==> config.mk <==
export PLATFORM = sky130hd
export DESIGN_NAME = sm83_alu_nibble_seq
export DESIGN_NICKNAME = d
export VERILOG_FILES = /design/src/rtl/sm83_alu_pkg.sv /design/src/rtl/sm83_alu_nibble.sv /design/src/rtl/sm83_alu_nibble_seq.sv
export SDC_FILE = /design/constraint.sdc
export NUM_CORES = 1
export LEC_CHECK = 0
export CORE_MARGIN = 3
export CORE_UTILIZATION = 39
export CTS_CLUSTER_DIAMETER = 150
export DETAILED_ROUTE_END_ITERATION = 7
export PLACE_DENSITY_LB_ADDON = 0.2
export SYNTH_ARGS = -nofsm -noshare
export SYNTH_HDL_FRONTEND = slang
export SYNTH_HIERARCHICAL = 1
export SYNTH_SLANG_ARGS = --single-unit
==> constraint.sdc <==
create_clock -name clk -period 4.51 [get_ports clk]
set_clock_uncertainty 0.2 [all_clocks]
set_input_delay 1.1275 -clock clk [delete_from_list [all_inputs] [get_ports clk]]
set_output_delay 1.1275 -clock clk [all_outputs]
set_load 0.01 [all_outputs]
==> src/rtl/sm83_alu_pkg.sv <==
// Shared types and constants for the SM83 nibble-serial ALU.
package sm83_alu_pkg;

  typedef enum logic [3:0] {
    OP_ADD = 4'd0,
    OP_ADC = 4'd1,
    OP_SUB = 4'd2,
    OP_SBC = 4'd3,
    OP_AND = 4'd4,
    OP_XOR = 4'd5,
    OP_OR  = 4'd6,
    OP_CP  = 4'd7,
    OP_DAA = 4'd8
  } alu_op_t;

  typedef enum logic [1:0] {
    ST_IDLE = 2'd0,
    ST_LO   = 2'd1,
    ST_HI   = 2'd2
  } alu_state_t;

  typedef enum logic [1:0] {
    NM_ADD = 2'd0,
    NM_AND = 2'd1,
    NM_OR  = 2'd2,
    NM_XOR = 2'd3
  } nib_mode_t;

  // How half/carry are formed once both passes are done.
  typedef enum logic [1:0] {
    FK_ARITH = 2'd0,
    FK_AND   = 2'd1,
    FK_LOGIC = 2'd2,
    FK_DAA   = 2'd3
  } flag_kind_t;

  localparam logic [7:0] DAA_LO_ADJ   = 8'h06;
  localparam logic [7:0] DAA_HI_ADJ   = 8'h60;
  localparam logic [7:0] DAA_HI_LIMIT = 8'h99;
  localparam logic [3:0] DAA_LO_LIMIT = 4'd9;

endpackage

==> src/rtl/sm83_alu_nibble.sv <==
// Combinational 4-bit ALU slice, time-shared between the low and high passes.
module sm83_alu_nibble
  import sm83_alu_pkg::*;
#(
  parameter int unsigned W = 4
) (
  input  logic [W-1:0] x,
  input  logic [W-1:0] y,
  input  logic         cin,
  input  nib_mode_t    mode,
  output logic [W-1:0] sum,
  output logic         cout,
  output logic         nib_zero
);

  localparam int unsigned WF = W + 1;

  logic [W:0] add_full;

  always_comb begin
    add_full = {1'b0, x} + {1'b0, y} + WF'(cin);
    sum      = add_full[W-1:0];
    cout     = 1'b0;
    unique case (mode)
      NM_ADD: cout = add_full[W];
      NM_AND: sum  = x & y;
      NM_OR:  sum  = x | y;
      NM_XOR: sum  = x ^ y;
    endcase
    nib_zero = (sum == '0);
  end

endmodule

==> src/rtl/sm83_alu_nibble_seq.sv <==
// Two-pass (low nibble, high nibble) 8-bit SM83 ALU with registered result and flag strobes.
module sm83_alu_nibble_seq
  import sm83_alu_pkg::*;
#(
  parameter int unsigned WORD_SIZE = 8,
  parameter int unsigned NIBBLE    = 4
) (
  input  logic                 clk,
  input  logic                 reset_n,
  input  logic                 start,
  input  logic [3:0]           op,
  input  logic [WORD_SIZE-1:0] a,
  input  logic [WORD_SIZE-1:0] b,
  input  logic                 carry_flag,
  input  logic                 half_flag,
  input  logic                 neg_flag,
  output logic                 busy,
  output logic                 done,
  output logic [WORD_SIZE-1:0] result,
  output logic                 result_we,
  output logic                 zero_out,
  output logic                 half_out,
  output logic                 neg_out,
  output logic                 carry_out,
  output logic                 daa_carry_out
);

  alu_state_t           state_q, state_d;
  logic                 busy_q, busy_d, done_q, done_d, pend_q, pend_d;
  logic [WORD_SIZE-1:0] x_q, x_d, y_q, y_d;
  logic                 cin_q, cin_d, inv_q, inv_d, we_q, we_d, neg_q, neg_d;
  logic                 daa_c_q, daa_c_d;
  nib_mode_t            mode_q, mode_d;
  flag_kind_t           kind_q, kind_d;
  logic [NIBBLE-1:0]    lo_q, lo_d;
  logic                 nc_q, nc_d, lz_q, lz_d;
  logic [WORD_SIZE-1:0] fin_res_q, fin_res_d;
  logic                 fin_z_q, fin_z_d, fin_h_q, fin_h_d, fin_c_q, fin_c_d;
  logic [WORD_SIZE-1:0] result_q, result_d;
  logic                 result_we_q, result_we_d, zero_q, zero_d, half_q, half_d;
  logic                 neg_out_q, neg_out_d, carry_q, carry_d, daa_out_q, daa_out_d;

  logic [NIBBLE-1:0]    sl_x, sl_y, sl_sum;
  logic                 sl_cin, sl_cout, sl_zero;
  logic [WORD_SIZE-1:0] daa_corr;
  logic                 daa_c;

  sm83_alu_nibble #(.W(NIBBLE)) u_slice (
    .x        (sl_x),
    .y        (sl_y),
    .cin      (sl_cin),
    .mode     (mode_q),
    .sum      (sl_sum),
    .cout     (sl_cout),
    .nib_zero (sl_zero)
  );

  // Slice operand mux: low nibble in LO, high nibble plus chained carry in HI.
  always_comb begin
    sl_x   = x_q[NIBBLE-1:0];
    sl_y   = y_q[NIBBLE-1:0];
    sl_cin = cin_q;
    if (state_q == ST_HI) begin
      sl_x   = x_q[WORD_SIZE-1:NIBBLE];
      sl_y   = y_q[WORD_SIZE-1:NIBBLE];
      sl_cin = nc_q;
    end
  end

  // DAA correction byte, decided from the live inputs at accept.
  always_comb begin
    daa_corr = '0;
    daa_c    = 1'b0;
    if (!neg_flag) begin
      if (half_flag || (a[3:0] > DAA_LO_LIMIT)) daa_corr = daa_corr | DAA_LO_ADJ;
      if (carry_flag || (a > DAA_HI_LIMIT)) begin
        daa_corr = daa_corr | DAA_HI_ADJ;
        daa_c    = 1'b1;
      end
    end else begin
      if (half_flag)  daa_corr = daa_corr | DAA_LO_ADJ;
      if (carry_flag) daa_corr = daa_corr | DAA_HI_ADJ;
      daa_c = carry_flag;
    end
  end

  always_comb begin
    state_d     = state_q;
    busy_d      = (state_q != ST_IDLE);
    done_d      = pend_q;
    pend_d      = 1'b0;
    x_d         = x_q;
    y_d         = y_q;
    cin_d       = cin_q;
    inv_d       = inv_q;
    we_d        = we_q;
    neg_d       = neg_q;
    daa_c_d     = daa_c_q;
    mode_d      = mode_q;
    kind_d      = kind_q;
    lo_d        = lo_q;
    nc_d        = nc_q;
    lz_d        = lz_q;
    fin_res_d   = fin_res_q;
    fin_z_d     = fin_z_q;
    fin_h_d     = fin_h_q;
    fin_c_d     = fin_c_q;
    result_d    = result_q;
    result_we_d = result_we_q;
    zero_d      = zero_q;
    half_d      = half_q;
    neg_out_d   = neg_out_q;
    carry_d     = carry_q;
    daa_out_d   = daa_out_q;

    unique case (state_q)
      ST_IDLE: begin
        // busy_q still covers the cycle before done, so start is ignored there.
        if (start && !busy_q) begin
          state_d = ST_LO;
          x_d     = a;
          y_d     = b;
          cin_d   = 1'b0;
          inv_d   = 1'b0;
          we_d    = 1'b1;
          neg_d   = 1'b0;
          daa_c_d = 1'b0;
          mode_d  = NM_ADD;
          kind_d  = FK_ARITH;
          case (op)
            OP_ADD: ;
            OP_ADC: cin_d = carry_flag;
            OP_SUB, OP_CP: begin
              y_d   = ~b;
              cin_d = 1'b1;
              inv_d = 1'b1;
              neg_d = 1'b1;
              we_d  = (op != OP_CP);
            end
            OP_SBC: begin
              y_d   = ~b;
              cin_d = !carry_flag;
              inv_d = 1'b1;
              neg_d = 1'b1;
            end
            OP_AND: begin
              mode_d = NM_AND;
              kind_d = FK_AND;
            end
            OP_XOR: begin
              mode_d = NM_XOR;
              kind_d = FK_LOGIC;
            end
            OP_OR: begin
              mode_d = NM_OR;
              kind_d = FK_LOGIC;
            end
            OP_DAA: begin
              kind_d  = FK_DAA;
              neg_d   = neg_flag;
              daa_c_d = daa_c;
              y_d     = neg_flag ? ~daa_corr : daa_corr;
              cin_d   = neg_flag;
            end
            default: we_d = 1'b0;
          endcase
        end
      end
      ST_LO: begin
        state_d = ST_HI;
        lo_d    = sl_sum;
        nc_d    = sl_cout;
        lz_d    = sl_zero;
      end
      ST_HI: begin
        state_d   = ST_IDLE;
        pend_d    = 1'b1;
        fin_res_d = {sl_sum, lo_q};
        fin_z_d   = lz_q & sl_zero;
        unique case (kind_q)
          FK_ARITH: begin
            fin_h_d = nc_q ^ inv_q;
            fin_c_d = sl_cout ^ inv_q;
          end
          FK_AND: begin
            fin_h_d = 1'b1;
            fin_c_d = 1'b0;
          end
          FK_LOGIC: begin
            fin_h_d = 1'b0;
            fin_c_d = 1'b0;
          end
          FK_DAA: begin
            fin_h_d = 1'b0;
            fin_c_d = daa_c_q;
          end
        endcase
      end
      default: state_d = ST_IDLE;
    endcase

    // Publish together with done so outputs hold between operations.
    if (pend_q) begin
      result_d    = fin_res_q;
      result_we_d = we_q;
      zero_d      = fin_z_q;
      half_d      = fin_h_q;
      neg_out_d   = neg_q;
      carry_d     = fin_c_q;
      daa_out_d   = daa_c_q;
    end
  end

  always_ff @(posedge clk or negedge reset_n) begin
    if (!reset_n) begin
      state_q     <= ST_IDLE;
      busy_q      <= 1'b0;
      done_q      <= 1'b0;
      pend_q      <= 1'b0;
      x_q         <= '0;
      y_q         <= '0;
      cin_q       <= 1'b0;
      inv_q       <= 1'b0;
      we_q        <= 1'b0;
      neg_q       <= 1'b0;
      daa_c_q     <= 1'b0;
      mode_q      <= NM_ADD;
      kind_q      <= FK_ARITH;
      lo_q        <= '0;
      nc_q        <= 1'b0;
      lz_q        <= 1'b0;
      fin_res_q   <= '0;
      fin_z_q     <= 1'b0;
      fin_h_q     <= 1'b0;
      fin_c_q     <= 1'b0;
      result_q    <= '0;
      result_we_q <= 1'b0;
      zero_q      <= 1'b0;
      half_q      <= 1'b0;
      neg_out_q   <= 1'b0;
      carry_q     <= 1'b0;
      daa_out_q   <= 1'b0;
    end else begin
      state_q     <= state_d;
      busy_q      <= busy_d;
      done_q      <= done_d;
      pend_q      <= pend_d;
      x_q         <= x_d;
      y_q         <= y_d;
      cin_q       <= cin_d;
      inv_q       <= inv_d;
      we_q        <= we_d;
      neg_q       <= neg_d;
      daa_c_q     <= daa_c_d;
      mode_q      <= mode_d;
      kind_q      <= kind_d;
      lo_q        <= lo_d;
      nc_q        <= nc_d;
      lz_q        <= lz_d;
      fin_res_q   <= fin_res_d;
      fin_z_q     <= fin_z_d;
      fin_h_q     <= fin_h_d;
      fin_c_q     <= fin_c_d;
      result_q    <= result_d;
      result_we_q <= result_we_d;
      zero_q      <= zero_d;
      half_q      <= half_d;
      neg_out_q   <= neg_out_d;
      carry_q     <= carry_d;
      daa_out_q   <= daa_out_d;
    end
  end

  assign busy          = busy_q;
  assign done          = done_q;
  assign result        = result_q;
  assign result_we     = result_we_q;
  assign zero_out      = zero_q;
  assign half_out      = half_q;
  assign neg_out       = neg_out_q;
  assign carry_out     = carry_q;
  assign daa_carry_out = daa_out_q;

endmodule

==> results of run 1 <==
-- worst min-delay path, cell delays in order, from the launching register on --
cell and delay, ps:
dfrtp_1 340, nand2_1 50, nand2_1 50
-- power by group --
part | switching (W) | internal, W | leakage, nW
sequential | 0.000168 | 0.000797 | 0.759
clock | 0.000212 | 0.000308 | 0.105
combinational | 0.000584 | 0.000677 | 0.848
-- metrics by stage --
| stage | total power (W) | util | setup slack (ps) | hold slack, ps | area, sq um |
|---|---|---|---|---|---|
| 5_1_grt | 0.00299 | 0.491 | 736 | 292 | 3830 |
| 6_report | 0.00274 | 0.491 | 1020 | 267 | 3830 |
| 4_1_cts | 0.00278 | 0.491 | 978 | 276 | 3830 |
| 3_5_place_dp | 0.00225 | 0.463 | 997 | 261 | 3620 |
| 3_3_place_gp | 0.00222 | 0.463 | 1060 | 251 | 3620 |
| 2_1_floorplan | 0.00189 | - | 1070 | 233 | 3160 |
-- sequential cells by signal (all words and copies together), names as in the netlist, 2 cells and up --
name and cells:
result 8, fin_res_q 8, x_q 8, y_q 8, lo_q 4, state_q 2, mode_q 2, kind_q 2
-- cell type report --
cell class / count / area (sq um)
Multi-Input combinational cell: 196 / 1450
Tap cell: 102 / 128
Clock buffer: 9 / 124
Clock inverter: 7 / 90.1
Fill cell: 745 / 3980
Sequential cell: 61 / 1530
Inverter: 19 / 83.8
Timing Repair Buffer: 44 / 428
-- cell usage in the layout, fill, tap and decap left out, types with 6 or more instances in the layout --
master	netlist	final
nor2_1	17	17
nand2b_1	6	6
ha_1	8	8
a21oi_1	9	9
nand2_1	43	43
clkbuf_8	0	9
clkdlybuf4s50_1	0	40
dfrtp_1	61	61
o21ai_0	13	13
mux2_2	39	39
inv_1	18	18
nor3_1	7	7
-- Yosys cell counts, drive strengths merged --
cell type / n
inv: 18
a221o: 2
fa: 2
nor3: 8
a21oi: 9
nand3b: 2
nor4b: 2
clkinv: 1
nor3b: 1
xor2: 3
mux2: 39
or2: 1
o22a: 3
nor2: 17
clkbuf: 5
nor2b: 1
o31ai: 3
a21o: 2
o21ai: 15
o311a: 1
or3b: 2
a2111oi: 4
o211ai: 3
o41ai: 1
and2b: 1
nand2: 43
xnor2: 3
o21bai: 1
nand2b: 6
a31oi: 3
nand3: 2
ha: 8
and2: 2
dfrtp: 61
o21a: 1
buf: 11
mux4: 3
a221oi: 2
-- worst max-delay path by stage --
stage / from / end / slack (ps) / cells after the start
after global placement: state_q[0] / fin_z_q / 1060 / 12
after CTS: state_q[0] / fin_z_q / 980 / 12
after floorplan: state_q[1] / fin_z_q / 1070 / 14
after global routing: state_q[0] / fin_z_q / 740 / 12
after detailed placement: state_q[0] / fin_z_q / 1000 / 12
final: state_q[0] / fin_z_q / 1020 / 12
-- cells by family (layout without fill, tap and decap cells) --
kind of cell,Yosys count,after routing,share of synthesized area
buffers and inverters,35,79,0.0563
muxes,42,42,0.161
adders and majority gates,10,10,0.0444
and+or+nand+nor,88,88,0.130
AOI/OAI and AO/OA,50,50,0.109
DFF,61,61,0.484
xor gates and xnor gates,6,6,0.0166
-- routing by layer --
layer / up-vias / part of all wire
li1: 1091 / -
met1: 1053 / 0.49
met2: 53 / 0.44
met3: 13 / 0.049
met4: 0 / 0.028
met5: - / 0
==> impl_metrics.yaml, run 1 <==
cells_and_area:
  antennaDiodeCount: 0
  final_cells: 438
  syn2layout_area_growth_pct: 21.4
  drive_gt1_frac: 0.202
  nets: 367
global_route:
  use_met1: 0.195
  grt_max_degree: 37
  gr-usage-met3: 0.0430
  grt.met2_usage: 0.233
  grt_pass1_vias: 2235
  grt_pass1_wl_um: 10600
  grt_usage: 0.152
  grt_most_used_layer: "met2"
  grt-ovfl-total: 0
  antenna_found_initial: 0
floorplan:
  rows: 32
  dieHeight_um: 96.0
  initial_core_util: 0.404
  coreArea_sq_mm: 0.00781
  dieArea_sq_mm: 0.00921
  ios: 42
  die_x_um: 96.0
clock_network:
  numClockSinks: 61
  clk_latency_ps: 330
  clockRootBuffer: "clkbuf_8"
  tritoncts: "built"
  htreeDepth: 3
  cts_buffers: 9
  cts_resized: 0
  cts_buffer_depth: 2
  cts_setup_buffers: 0
  postCtsHoldBufs: 0
  clkTransAtPathRegs_ps: 70
synthesis:
  synth.distinct_cells: 46
  synth_top_area_frac: 0.484
  ys_ff_latch: 61
  yosysSeqAreaShare: 0.484
  syn-num-nets: 328
  yosys_warnings: 6
  synth_top_area_cell: "dfrtp_1"
  syn_area_sq_mm: 0.00316
  synth_area_leaders: "dfrtp_1 (48%), mux2_2 (14%), nand2_1 (5.1%), ha_1 (3.2%), inv_1 (2.1%)"
  syn_inst: 292
  avgSynthCellArea_sq_um: 10.8
setup_path:
  crit_chain: "nand2b_1 > mux2_2 > inv_1 > fa_1 > inv_1 > fa_1 > xor2_1 > mux4_2 > nor3_2 > o311a_1 > nand2_1 > o21ai_0"
  rr_endpoint: "fin_z_q"
  path_class: "reg -> reg"
  setup.worst_path.start_class: "flip-flop"
  slowest_delay_ps: 520
  reg2reg_setup_slack_ps: 1020
  worstPathRequired_ps: 4560
  slowest_stage: "nand2b_1"
  rr_worst_depth: 12
  cp-end-kind: "flip-flop"
  r2r_start: "state_q[0]"
  cp.arrival_ps: 3540
  critPathBufInv: 2
  cp_max_fo: 15
  critPathTopFamily: "multiplexers"
route:
  wl_per_cell_um: 14.0
  vias: 2210
  drc: 0
  via_per_inst: 5.05
  drt_iter0_drc: 56
  wl_um: 6110
  dr.pass1.iters: 4
  ant_nets: 0
pwr:
  peakVddDrop_uv: 215
  power_leakage_nw: 1.71
  power_density_mw_per_mm2: 716
sta:
  slew_headroom: 0.468
  tightest_slew_ps: 798
  hold_viol: 0
  finalSetupTns_ps: 0
  fin_crit_sh: 0.774
  drv_slew: 0
  rsz0062_at_grt: "no"
  setup_viol: 0
  period_minus_slack_ps: 3490
  fmax_mhz: 287
min_path:
  hold_path_end: "neg_q"
  hp-start: "neg_q"
  hold_class: "reg -> reg"
  min_path_cells: 2
placed_design:
  portBuffers: 41
  placedCellCount: 422
  post-dp-hpwl_um: 4510
  place.gp.congestion: 0.836
flow_run:
  max_cap_violations: 0
outcome:
  status: "completed"
No activity file was read; power rests on OpenSTA's default activity.
==> inputs of run 2 (changes only) <==
- clock period: 4.51 -> 3.1 ns (I/O delays scaled with it)
==> run 2 against run 1 <==
Clock power up 32%. Maximum frequency up 17%. Worst hold slack improved by 2.7 ps. Count of clock-buffer cells in the layout increased by 2. Register-to-register slack got worse by 900 ps. Combinational power grew 57%. Routed wire length up 2.8%. Largest power group unchanged. First-iteration DRC count increased by 130%. Die area unchanged. Core utilization grew 0.98 points. Sequential cell count is the same. Critical path depth unchanged.
==> impl_metrics.yaml, run 2 (same netlist as run 1, synthesis figures left out) <==
outcome:
  status: "completed"
sta:
  finalSetupTns_ps: 0
  drv_slew: 0
  fin_crit_sh: 0.962
  fmax_mhz: 335
  tightest_slew_ps: 724
  period_minus_slack_ps: 2980
  setup_viol: 0
  hold_viol: 0
  slew_headroom: 0.517
setup_path:
  path_class: "reg -> reg"
  cpMostUsedCell: "fa_2"
  slowest_stage: "mux4_2"
  crit_chain: "nand2b_4 > mux2_4 > inv_4 > fa_2 > inv_2 > fa_2 > xor2_1 > mux4_2 > nor3_2 > o311a_1 > nand2_1 > o21ai_1"
  critPathTopFamily: "multiplexers"
  setup.worst_path.start_class: "flip-flop"
  critPathBufInv: 2
  cp_max_fo: 6
  worstPathRequired_ps: 3170
  cp-end-kind: "flip-flop"
  cp.arrival_ps: 3050
  slowest_delay_ps: 490
placed_design:
  portBuffers: 41
  place.gp.congestion: 0.797
  post-dp-hpwl_um: 4620
  placed_cell_area_sq_mm: 0.00369
cells_and_area:
  syn2layout_area_growth_pct: 23.8
  antennaDiodeCount: 0
  final_common_cell: "dfrtp_1"
  fillerInstances: 740
  drive_gt1_frac: 0.238
  multi_input_area_sq_mm: 0.00148
  nets: 375
  design_area_sq_mm: 0.00391
  layout_common_cells: "dfrtp_1 (61), nand2_1 (43), clkdlybuf4s50_1 (40)"
  regArea_sq_mm: 0.00153
global_route:
  grt_max_degree: 33
  grt-ovfl-total: 0
  grt_pass1_vias: 2128
  grt_usage: 0.153
  antenna_found_initial: 0
  grt_pass1_wl_um: 10500
clock_network:
  cts_buffers: 9
  htreeDepth: 3
  clockRootBuffer: "clkbuf_8"
  tritoncts: "built"
  clk_latency_ps: 340
  clkTransAtPathRegs_ps: 60
  numClockSinks: 61
  cts_buffer_depth: 2
route:
  drc: 0
  wl_per_cell_um: 14.1
  ant_nets: 0
  via_per_inst: 5.02
  vias: 2239
  drt_iter0_drc: 126
  wl_um: 6280
  dr.pass1.iters: 4
flow_run:
  max_cap_violations: 0
floorplan:
  dieArea_sq_mm: 0.00921
  die_x_um: 96.0
  ios: 42
  coreArea_sq_mm: 0.00781
  dieHeight_um: 96.0
  rows: 32
  initial_core_util: 0.404
pwr:
  power_leakage_nw: 1.76
  p_total_w: 0.00408
  power_density_mw_per_mm2: 1040
  peakVddDrop_uv: 309
min_path:
  hold_class: "reg -> reg"
-- run 2: changes by cell type in the layout (fill, tap and decap cells not counted), sizes merged --
| cell | before | now |
|---|---|---|
| clkinv | 4 | 5 |
| clkbuf | 9 | 11 |
| clkinvlp | 2 | 0 |
| bufinv | 2 | 1 |
| buf | 4 | 12 |
-- run 2: power breakdown --
group	total [W]	switching [W]	internal, W
Clock	0.000686	0.000299	0.000387
Sequential	0.00141	0.000252	0.00116
Combinational	0.00198	0.000900	0.00108
-- run 2: final timing paths --
kind	slack [ps]	to	depth (start not counted)	start
setup reg to reg	120	fin_z_q	12	state_q[0]
min in group asynchronous	280	daa_carry_out	1	reset_n
hold / removal	270	neg_q	2	neg_q
max in group asynchronous	1800	x_q[1]	2	reset_n
hold reg to reg	270	neg_q	2	neg_q
setup / recovery	120	fin_z_q	12	state_q[0]
-- run 2: cell type report --
| type | count | area share |
|---|---|---|
| clock inverter | 5 | 0.0128 |
| multi-input combinational | 196 | 0.378 |
| tap | 102 | 0.0327 |
| inverter | 19 | 0.0221 |
| sequential | 61 | 0.391 |
| clock buffer | 11 | 0.0362 |
| timing repair buffer | 52 | 0.128 |
-- run 2: repair_timing --
item	in CTS	in global routing
resized for setup	0	1
endpoints found under the setup margin	0	2
hold buffers	0	0
setup buffers	0	3
endpoints found under the hold margin	0	0
-- run 2: tightest hold or removal path, delay by kind of cell, from the launching register on --
kind / cells / cell delay [ps]
flops: 1 / 340
simple gates: 2 / 100
-- run 2: through the flow --
stage	cells	util	setup WS [ps]	hold slack, ps
CTS	443	0.497	30.9	271
global placement	427	0.473	135	251
detailed placement	427	0.473	53.2	256
floorplan	292	-	-2.45	233
finish	446	0.501	119	270
global route	446	0.501	-0.296	288
-- run 2: per-layer routing --
layer	vias up	routed length, um	global-route usage
met2	47	2910	0.240
met4	0	161	0.0806
met5	-	0	0
met3	12	275	0.0422
li1	1117	-	-
met1	1063	2930	0.192
==> inputs of run 3 (changes only) <==
- CTS_CLUSTER_SIZE: not set -> 10
==> results of run 3 <==
No change in the layout: final DEF, timing and power equal those of run 2.
